===== src/rtl/sd_card_pkg.sv =====
// Shared constants, FSM states and CRC7 step function for the SD card CMD responder.
package sd_card_pkg;

  typedef enum logic [2:0] {
    IDLE      = 3'd0,
    RX        = 3'd1,
    RESP_WAIT = 3'd2,
    NCR_WAIT  = 3'd3,
    TX        = 3'd4
  } sd_state_e;

  localparam logic [6:0]  CRC7_POLY  = 7'h09;
  localparam int unsigned FRAME_BITS = 48;
  localparam int unsigned HDR_BITS   = 40;
  localparam int unsigned CNT_W      = 6;
  localparam logic [6:0]  R3_CRC     = 7'h7F;

  // One MSB-first step of CRC7 (x^7 + x^3 + 1).
  function automatic logic [6:0] crc7_step(input logic [6:0] crc, input logic din);
    logic fb;
    fb = crc[6] ^ din;
    crc7_step = {crc[5:0], 1'b0} ^ (fb ? CRC7_POLY : 7'h00);
  endfunction

endpackage


===== src/rtl/sd_crc7_serial.sv =====
// Serial CRC7, one bit per enable; clear and en together restart the CRC with din.
module sd_crc7_serial
  import sd_card_pkg::*;
(
  input  logic       ex_clk,
  input  logic       reset,
  input  logic       clear,
  input  logic       en,
  input  logic       din,
  output logic [6:0] crc
);

  logic [6:0] crc_q;
  logic [6:0] crc_d;
  logic [6:0] base_c;

  // Next CRC: clear zeroes the seed, en folds one bit in.
  always_comb begin
    base_c = clear ? 7'h00 : crc_q;
    crc_d  = crc_q;
    if (en) begin
      crc_d = crc7_step(base_c, din);
    end else if (clear) begin
      crc_d = 7'h00;
    end
  end

  // CRC register.
  always_ff @(posedge ex_clk) begin
    if (reset) begin
      crc_q <= 7'h00;
    end else begin
      crc_q <= crc_d;
    end
  end

  assign crc = crc_q;

endmodule


===== src/rtl/sd_card_cmd_responder.sv =====
// Card-side SD CMD line: receives 48-bit commands with CRC7 check, sends 48-bit responses.
module sd_card_cmd_responder
  import sd_card_pkg::*;
#(
  parameter int unsigned NCR = 2
) (
  input  logic        ex_clk,
  input  logic        reset,
  input  logic        sd_clk,
  input  logic        cmd_in,
  output logic        cmd_out,
  output logic        cmd_oe,
  output logic        cmd_valid,
  output logic [5:0]  cmd_index,
  output logic [31:0] cmd_arg,
  output logic        cmd_crc_err,
  input  logic        resp_start,
  input  logic        resp_skip,
  input  logic [5:0]  resp_index,
  input  logic [31:0] resp_arg,
  input  logic        resp_no_crc,
  output logic        resp_done
);

  localparam logic [CNT_W-1:0] CNT_CRC_LO = CNT_W'(FRAME_BITS - HDR_BITS);
  localparam logic [CNT_W-1:0] CNT_RX_TOP = CNT_W'(FRAME_BITS - 2);
  localparam logic [CNT_W-1:0] CNT_TX_TOP = CNT_W'(FRAME_BITS - 1);
  localparam logic [CNT_W-1:0] CNT_WRAP   = {CNT_W{1'b1}};
  localparam logic [CNT_W-1:0] CNT_NCR    = CNT_W'(NCR - 1);

  sd_state_e              state_q, state_d;
  logic                   sd_clk_q;
  logic [FRAME_BITS-1:0]  shreg_q, shreg_d;
  logic [CNT_W-1:0]       cnt_q, cnt_d;
  logic                   no_crc_q, no_crc_d;
  logic                   cmd_out_q, cmd_out_d;
  logic                   cmd_oe_q, cmd_oe_d;
  logic                   cmd_valid_q, cmd_valid_d;
  logic [5:0]             cmd_index_q, cmd_index_d;
  logic [31:0]            cmd_arg_q, cmd_arg_d;
  logic                   cmd_crc_err_q, cmd_crc_err_d;
  logic                   done_pend_q, done_pend_d;
  logic                   resp_done_q, resp_done_d;

  logic                   rise_c, fall_c, start_bit_c;
  logic [FRAME_BITS-2:0]  frame_c;
  logic [HDR_BITS-1:0]    hdr_c;
  logic [2:0]             crc_bit_c;
  logic                   rx_clear_c, rx_en_c;
  logic                   tx_clear_c, tx_en_c;
  logic [6:0]             rx_crc, tx_crc;

  // sd_clk edge detection on the oversampled input.
  assign rise_c      = sd_clk & ~sd_clk_q;
  assign fall_c      = ~sd_clk & sd_clk_q;
  assign start_bit_c = rise_c & ~cmd_in & ~cmd_oe_q;
  assign frame_c     = {shreg_q[FRAME_BITS-3:0], cmd_in};
  assign hdr_c       = {2'b00, resp_index, resp_arg};
  assign crc_bit_c   = 3'(cnt_q - CNT_W'(1));

  sd_crc7_serial u_rx_crc (
    .ex_clk (ex_clk),
    .reset  (reset),
    .clear  (rx_clear_c),
    .en     (rx_en_c),
    .din    (cmd_in),
    .crc    (rx_crc)
  );

  sd_crc7_serial u_tx_crc (
    .ex_clk (ex_clk),
    .reset  (reset),
    .clear  (tx_clear_c),
    .en     (tx_en_c),
    .din    (shreg_q[FRAME_BITS-1]),
    .crc    (tx_crc)
  );

  // Next-state and output logic for the receive / response FSM.
  always_comb begin
    state_d       = state_q;
    shreg_d       = shreg_q;
    cnt_d         = cnt_q;
    no_crc_d      = no_crc_q;
    cmd_out_d     = cmd_out_q;
    cmd_oe_d      = cmd_oe_q;
    cmd_valid_d   = 1'b0;
    cmd_index_d   = cmd_index_q;
    cmd_arg_d     = cmd_arg_q;
    cmd_crc_err_d = cmd_crc_err_q;
    done_pend_d   = 1'b0;
    resp_done_d   = done_pend_q;
    rx_clear_c    = 1'b0;
    rx_en_c       = 1'b0;
    tx_clear_c    = 1'b0;
    tx_en_c       = 1'b0;

    case (state_q)
      IDLE: begin
        if (start_bit_c) begin
          state_d    = RX;
          cnt_d      = CNT_RX_TOP;
          shreg_d    = {shreg_q[FRAME_BITS-2:0], cmd_in};
          rx_clear_c = 1'b1;
          rx_en_c    = 1'b1;
        end
      end

      RX: begin
        if (rise_c) begin
          shreg_d = {shreg_q[FRAME_BITS-2:0], cmd_in};
          rx_en_c = (cnt_q >= CNT_CRC_LO);
          if (cnt_q == '0) begin
            if (!frame_c[FRAME_BITS-2] || !frame_c[0]) begin
              state_d = IDLE;
            end else begin
              cmd_valid_d   = 1'b1;
              cmd_index_d   = frame_c[45:40];
              cmd_arg_d     = frame_c[39:8];
              cmd_crc_err_d = (frame_c[7:1] != rx_crc);
              state_d       = (frame_c[7:1] != rx_crc) ? IDLE : RESP_WAIT;
            end
          end else begin
            cnt_d = cnt_q - CNT_W'(1);
          end
        end
      end

      RESP_WAIT: begin
        if (resp_start) begin
          state_d    = NCR_WAIT;
          shreg_d    = {hdr_c, 8'h00};
          no_crc_d   = resp_no_crc;
          cnt_d      = CNT_NCR;
          tx_clear_c = 1'b1;
        end else if (resp_skip) begin
          state_d = IDLE;
        end else if (start_bit_c) begin
          state_d    = RX;
          cnt_d      = CNT_RX_TOP;
          shreg_d    = {shreg_q[FRAME_BITS-2:0], cmd_in};
          rx_clear_c = 1'b1;
          rx_en_c    = 1'b1;
        end
      end

      // CMD stays released for NCR falls; the first TX fall drives the start bit.
      NCR_WAIT: begin
        if (fall_c) begin
          if (cnt_q == '0) begin
            state_d = TX;
            cnt_d   = CNT_TX_TOP;
          end else begin
            cnt_d = cnt_q - CNT_W'(1);
          end
        end
      end

      // cnt_q is the frame bit driven on this fall; wrap past bit 0 ends the frame.
      TX: begin
        if (fall_c) begin
          if (cnt_q == CNT_WRAP) begin
            cmd_oe_d    = 1'b0;
            cmd_out_d   = 1'b1;
            done_pend_d = 1'b1;
            state_d     = IDLE;
          end else begin
            cmd_oe_d = 1'b1;
            cnt_d    = cnt_q - CNT_W'(1);
            if (cnt_q >= CNT_CRC_LO) begin
              cmd_out_d = shreg_q[FRAME_BITS-1];
              shreg_d   = {shreg_q[FRAME_BITS-2:0], 1'b0};
              tx_en_c   = 1'b1;
            end else if (cnt_q != '0) begin
              cmd_out_d = no_crc_q ? R3_CRC[crc_bit_c] : tx_crc[crc_bit_c];
            end else begin
              cmd_out_d = 1'b1;
            end
          end
        end
      end

      default: state_d = IDLE;
    endcase
  end

  // State and output registers with synchronous reset.
  always_ff @(posedge ex_clk) begin
    if (reset) begin
      state_q       <= IDLE;
      sd_clk_q      <= 1'b0;
      shreg_q       <= '0;
      cnt_q         <= '0;
      no_crc_q      <= 1'b0;
      cmd_out_q     <= 1'b1;
      cmd_oe_q      <= 1'b0;
      cmd_valid_q   <= 1'b0;
      cmd_index_q   <= 6'd0;
      cmd_arg_q     <= 32'd0;
      cmd_crc_err_q <= 1'b0;
      done_pend_q   <= 1'b0;
      resp_done_q   <= 1'b0;
    end else begin
      state_q       <= state_d;
      sd_clk_q      <= sd_clk;
      shreg_q       <= shreg_d;
      cnt_q         <= cnt_d;
      no_crc_q      <= no_crc_d;
      cmd_out_q     <= cmd_out_d;
      cmd_oe_q      <= cmd_oe_d;
      cmd_valid_q   <= cmd_valid_d;
      cmd_index_q   <= cmd_index_d;
      cmd_arg_q     <= cmd_arg_d;
      cmd_crc_err_q <= cmd_crc_err_d;
      done_pend_q   <= done_pend_d;
      resp_done_q   <= resp_done_d;
    end
  end

  assign cmd_out     = cmd_out_q;
  assign cmd_oe      = cmd_oe_q;
  assign cmd_valid   = cmd_valid_q;
  assign cmd_index   = cmd_index_q;
  assign cmd_arg     = cmd_arg_q;
  assign cmd_crc_err = cmd_crc_err_q;
  assign resp_done   = resp_done_q;

endmodule


===== config.mk =====
export PLATFORM = sky130hd
export DESIGN_NAME = sd_card_cmd_responder
export DESIGN_NICKNAME = d
export VERILOG_FILES = /design/src/rtl/sd_card_pkg.sv /design/src/rtl/sd_crc7_serial.sv /design/src/rtl/sd_card_cmd_responder.sv
export SDC_FILE = /design/constraint.sdc
export NUM_CORES = 1
export LEC_CHECK = 0
export BUFFER_PORTS_ARGS = -buffer_cell sky130_fd_sc_hd__buf_2
export CORE_MARGIN = 8
export CORE_UTILIZATION = 35
export DETAILED_ROUTE_END_ITERATION = 7
export GPL_TIMING_DRIVEN = 1
export HOLD_SLACK_MARGIN = 0.15
export PLACE_DENSITY = 0.51
export SETUP_SLACK_MARGIN = 0.05
export SLEW_MARGIN = 20
export SYNTH_ARGS = -nofsm -noshare
export SYNTH_HDL_FRONTEND = slang
export SYNTH_HIERARCHICAL = 1
export SYNTH_SLANG_ARGS = --single-unit
export TNS_END_PERCENT = 100

===== constraint.sdc =====
create_clock -name ex_clk -period 3.4 [get_ports ex_clk]
set_input_delay 0.17 -clock ex_clk [delete_from_list [all_inputs] [get_ports ex_clk]]
set_output_delay 0.17 -clock ex_clk [all_outputs]
set_load 0.02 [all_outputs]

* Word level (Yosys, flattened, before mapping)
Memories as Yosys holds them, arrays and structs flattened.
Index checks and enable logic that the tools add are counted.
** Word-level totals
- Logic and storage cells :: 127
- Memories :: 1
- Flip-flop bits (word level) :: 117
- Bits in read-only memories :: 8
** Operators by class
- Multiplexer cells :: 58
- Bitwise operators :: 18
- Add/subtract/negate cells :: 1
- Equality and inequality tests :: 16
- $lt $le $gt $ge :: 2
- Reduce and logical (&&, ||, !) cells :: 16
** Memory list
- (name not given) :: depth 8, width 1, rd ports 1, clocked after Yosys merged registers in 0, write ports 0, RTL line sd_card_cmd_responder.sv:175 : cmd_out_d = no_crc_q ? R3_CRC[crc_bit_c] : tx_crc[crc_bit_c];
** Operators with widths (number)
- two-way mux 48 bit :: 7
- one-hot mux 48 bit (4 select lines) :: 1
- two-way mux 6 bit :: 9
- one-hot mux 6 bit (5 select lines) :: 1
- two-way mux 7 bit :: 4
- two-way mux 3 bit :: 9
- two-way mux 1 bit :: 19
- != test 2 bit, second input constant :: 9
- one-hot mux 3 bit (5 select lines) :: 1
- bitwise XOR 7 bit :: 2
- AND reduction 6 bit :: 2
- NOT 1 bit :: 10
- two-way mux 4 bit :: 2
- != test 7 bit :: 1
- AND reduction 7 bit :: 1
- equality test 3 x 2 -> 1 bit, second input constant :: 2
- equality test 6 bit, second input constant :: 1
- >= comparator 6 x 4 -> 1 bit, second input constant :: 1
- zero test 6 bit :: 1
- nonzero test 6 bit :: 1
- subtractor 6 x 1 -> 6 bit, second input constant :: 1
- nonzero test 5 bit :: 1
- AND 1 bit :: 4
- < comparator 3 x 4 -> 1 bit, second input constant :: 1
- 16 further kinds :: 20

* Logic depth before layout (Yosys ltp)
- Depth after elaboration :: 13
- Depth in mapped cells :: 10

* By module
Netlist, hierarchy kept.
** By module, submodules not included
- sd_card_cmd_responder :: seq. area each 2062.0 um^2, cells each 535, instances 1, area each 4664.5 um^2
- sd_crc7_serial :: seq. area each 140.1 um^2, cells each 34, instances 2, area each 326.6 um^2

* Worst setup path after synthesis
OpenSTA, ideal clock, no wires.
- Path kind :: reg-to-reg
- Start point :: register cnt_q[1]
- End point :: register shreg_q[16]
- Stages on the path, launching flop included :: 9
- Arrival :: 2.042 ns
- Clock period less this slack :: 2.164 ns
- Path slack :: 1.236 ns
- Library setup time :: 0.122 ns
- Data required time :: 3.278 ns
- Cells stage by stage :: dfxtp_1 > ha_1 > nand4_1 > or4_4 > and3_4 > and4b_1 > buf_6 > buf_6 > a221o_1
** On the way
- Cells in the longest elaborated chain, start to end :: 3
** RTL lines
- from (decl) :: RTL line sd_card_cmd_responder.sv:34 : logic [CNT_W-1:0] cnt_q, cnt_d;
- from (signal assigned) :: RTL line sd_card_cmd_responder.sv:207 : cnt_q <= cnt_d;
- >= comparator 6 x 4 -> 1 bit or equality test 6 bit (tied branches) :: RTL line sd_card_cmd_responder.sv:170, sd_card_cmd_responder.sv:162
- != test 2 bit (no source line)
- AND reduction 6 bit (no source line) (*)
- to (signal assigned) :: RTL line sd_card_cmd_responder.sv:206 : shreg_q <= shreg_d;
- to (decl) :: RTL line sd_card_cmd_responder.sv:33 : logic [FRAME_BITS-1:0] shreg_q, shreg_d;
Mark *: on every way between the ends. The rest lies on a longest branch, timed or not.
A chain may end at the register's enable or synchronous reset.

* Worst setup path after layout
- Start point :: register state_q[2]
- End point :: register u_tx_crc.crc_q[3] (netlist: u_tx_crc/crc[3])
** RTL lines
- from (decl) :: RTL line sd_card_cmd_responder.sv:31 : sd_state_e state_q, state_d;
- from (signal assigned) :: RTL line sd_card_cmd_responder.sv:204 : state_q <= state_d;
- equality test 3 bit :: RTL line sd_card_cmd_responder.sv:98 : case (state_q)
- two-way mux 1 bit :: RTL line sd_card_cmd_responder.sv:98
- named net tx_en_c :: RTL line sd_card_cmd_responder.sv:50 : logic tx_clear_c, tx_en_c;
- two-way mux 7 bit :: RTL line sd_crc7_serial.sv:21 : if (en) begin
- to (signal assigned) :: RTL line sd_crc7_serial.sv:33 : crc_q <= crc_d;
- to (decl) :: RTL line sd_crc7_serial.sv:13 : logic [6:0] crc_q;
The timed path passes the listed nets, and every way through them passes these cells.

==> impl_metrics.yaml <==
run_status:
  status: "finished clean"
finish:
  antennaDiodeCount: 0
  area_delta_synth_final_pct: 28.05
  finish.utilization: 0.4529
  fillers: 1503
  instances_no_fill: 910
  design_area_mm2: 0.006809
  layout-drive-gt1-share: 0.2036
  fin_nets: 757
synth:
  async_flop_share: 0
  yosys-top-cells-count: "117 x dfxtp_1, 88 x nand2_1, 72 x a21oi_1"
  syn-cell-area_mm2: 0.005318
  yosys_warnings: 6
  synth_area_leaders: "dfxtp_1 44%, a221o_1 7.0%, a21oi_1 6.8%"
  synth_seq_cells: 117
  netlist_instances: 603
  yosysMostFrequentCell: "dfxtp_1"
  synthFlopType: "dfxtp_1"
  synth.avg_cell_area_um2: 8.819
  yosysSeqAreaShare: 0.4405
  syn_nets: 651
  synth_top_area_frac: 0.4405
  ys_types: 68
  synth-edff-count: 0
  synth_top_area_cell: "dfxtp_1"
detailed_routing:
  dr.pass1.iters: 5
  drt_iter0_drc: 473
  routedWlPerCell_um: 16.60
  drt_wl_total_um: 15110
  drc: 0
  num_vias: 4833
  antenna_left: 0
  via_per_inst: 5.311
power:
  leakagePower_nw: 2.718
  cellPowerDensity_mw_per_mm2: 492.1
  p_total_mw: 3.350
  vdd_drop_max_mv: 0.3609
die:
  dieArea_mm2: 0.01939
  pin_count: 88
  core-area_mm2: 0.01503
  die_h_um: 139.3
  rows: 45
  die_w_um: 139.3
  start_util: 0.3537
timing:
  setup_slack_ns: 0.5568
  fmax_mhz: 351.7
  setup_viol: 0
  final.setup.tns_ns: 0
  holdWs_ns: 0.1916
  relSlewSlack: 0.3155
  rsz0062_at_grt: "false"
  min_period_ns: 2.843
  skew_ns: 0.006892
  finalHoldViolCount: 0
  tightest_slew_ns: 1.027
  drv_slew: 0
  timing.final.crit_share: 0.8362
global_routing:
  track_usage: 0.1550
  first_global_vias: 4698
  grt_max_degree: 52
  overflow: 0
  antenna_found_initial: 0
  grt_first_pass_wirelength_um: 24720
cts:
  cts_sinks: 117
  cts_made_buffers: 17
  htreeDepth: 4
  clock_latency_ns: 0.41
  cts_setup_buffers: 0
  cts-root-buf: "clkbuf_16"
  cts.clk_slew.worst_paths_ns: 0.06
  cts_buffer_depth: 2
  post_cts_resized: 0
  tritoncts: "built"
worst_setup_path:
  worstSetupStartpointType: "register"
  cp-end-kind: "register"
  crit_fanout: 19
  critPathKind: "reg2reg"
  cp.arrival_ns: 3.10
  crit_required_ns: 3.65
placed_design:
  dp_cells: 837
  dpl.hpwl_um: 10030
  routabilityCongestion: 0.8610
  port_buffers: 87
  pre_cts_ws_ns: 0.5274
  dpl-instance-area_mm2: 0.005808
worst_hold_path:
  hold_class: "in2reg"
run:
  cap_violations: 0
==> where the power goes <==
group          internal [mW]  switching, mW  leakage, nW
logic                  0.111          0.142         1.50
clock network           1.06          0.635        0.275
registers               1.38         0.0209        0.943
==> what timing repair did <==
| action | CTS | global route |
|---|---|---|
| setup endpoints to repair | 0 | 0 |
| endpoints found under the hold margin | 40 | 0 |
| hold buffers | 40 | 0 |
==> sequential cells by signal, summed over array words and instances, names as in the netlist <==
signal and count:
shreg_q 48, cmd_arg 32, u_rx_crc/crc 7, u_tx_crc/crc 7, cmd_index 6, cnt_q 6
state_q 3, cmd_crc_err 1, cmd_oe 1, cmd_out 1, cmd_valid 1, done_pend_q 1
no_crc_q 1, resp_done 1, sd_clk_q 1
==> worst max-delay path, cell delays in order, from the launching register on <==
cell	delay (ns)
dfxtp_1	0.73
nor3b_2	0.64
nand2_1	0.23
a21oi_1	0.31
nor2b_1	0.19
buf_4	0.20
nor2_1	0.07
a31oi_1	0.19
o311ai_1	0.12
==> cells by family (layout without fill, tap and decap cells) <==
family                     count (synthesis)  in the layout  synth area share
and+or+nand+nor                          229            229            0.2275
AOI/OAI and AO/OA                        169            169            0.2188
DFF                                      117            117            0.4405
buffers and inverters                     61            180           0.06094
muxes                                     13             13           0.02706
xor gates and xnor gates                  11             11           0.01812
adders and majority gates                  3              3          0.007060
==> layer usage <==
layer  part of all wire  wire length (µm)  global-route usage  vias to the layer above
li1                   -                 -                   -                     2412
met1               0.48              7220              0.2009                     2260
met2               0.45              6791              0.2437                      138
met3              0.057               860             0.04241                       23
met4              0.015               234             0.05199                        0
met5                  0                 0                   0                        -
==> final timing paths <==
check,start,endpoint,slack (ns),depth (start not counted)
max,state_q[2],u_tx_crc/crc[3],0.56,8
min,resp_arg[0],shreg_q[8],0.19,4
max reg2reg,state_q[2],u_tx_crc/crc[3],0.56,8
min reg2reg,done_pend_q,resp_done,0.44,1
==> cell usage in the layout, fill, tap and decap left out, drive strengths merged, types with 6 or more instances in the layout <==
master	instances
a21oi	72
o21ai	20
and2	40
xor2	6
nor2b	6
nand4	17
clkinv	7
nor3	15
buf	100
nor2	18
mux2i	11
a221o	37
dlygate4sd3	40
nand2	89
dfxtp	117
nand3	9
clkbuf	21
inv	8
==> cell type report <==
type | count | area [µm²] | area share
well taps | 188 | 235.2 | 0.03455
multi-input cells | 425 | 2675 | 0.3929
clock inverters | 11 | 102.6 | 0.01507
repair buffers | 140 | 953.4 | 0.1400
inverters | 8 | 30.03 | 0.004410
clock buffers | 21 | 470.5 | 0.06909
flip-flops and latches | 117 | 2342 | 0.3440
(Power assumes the default switching activity.)
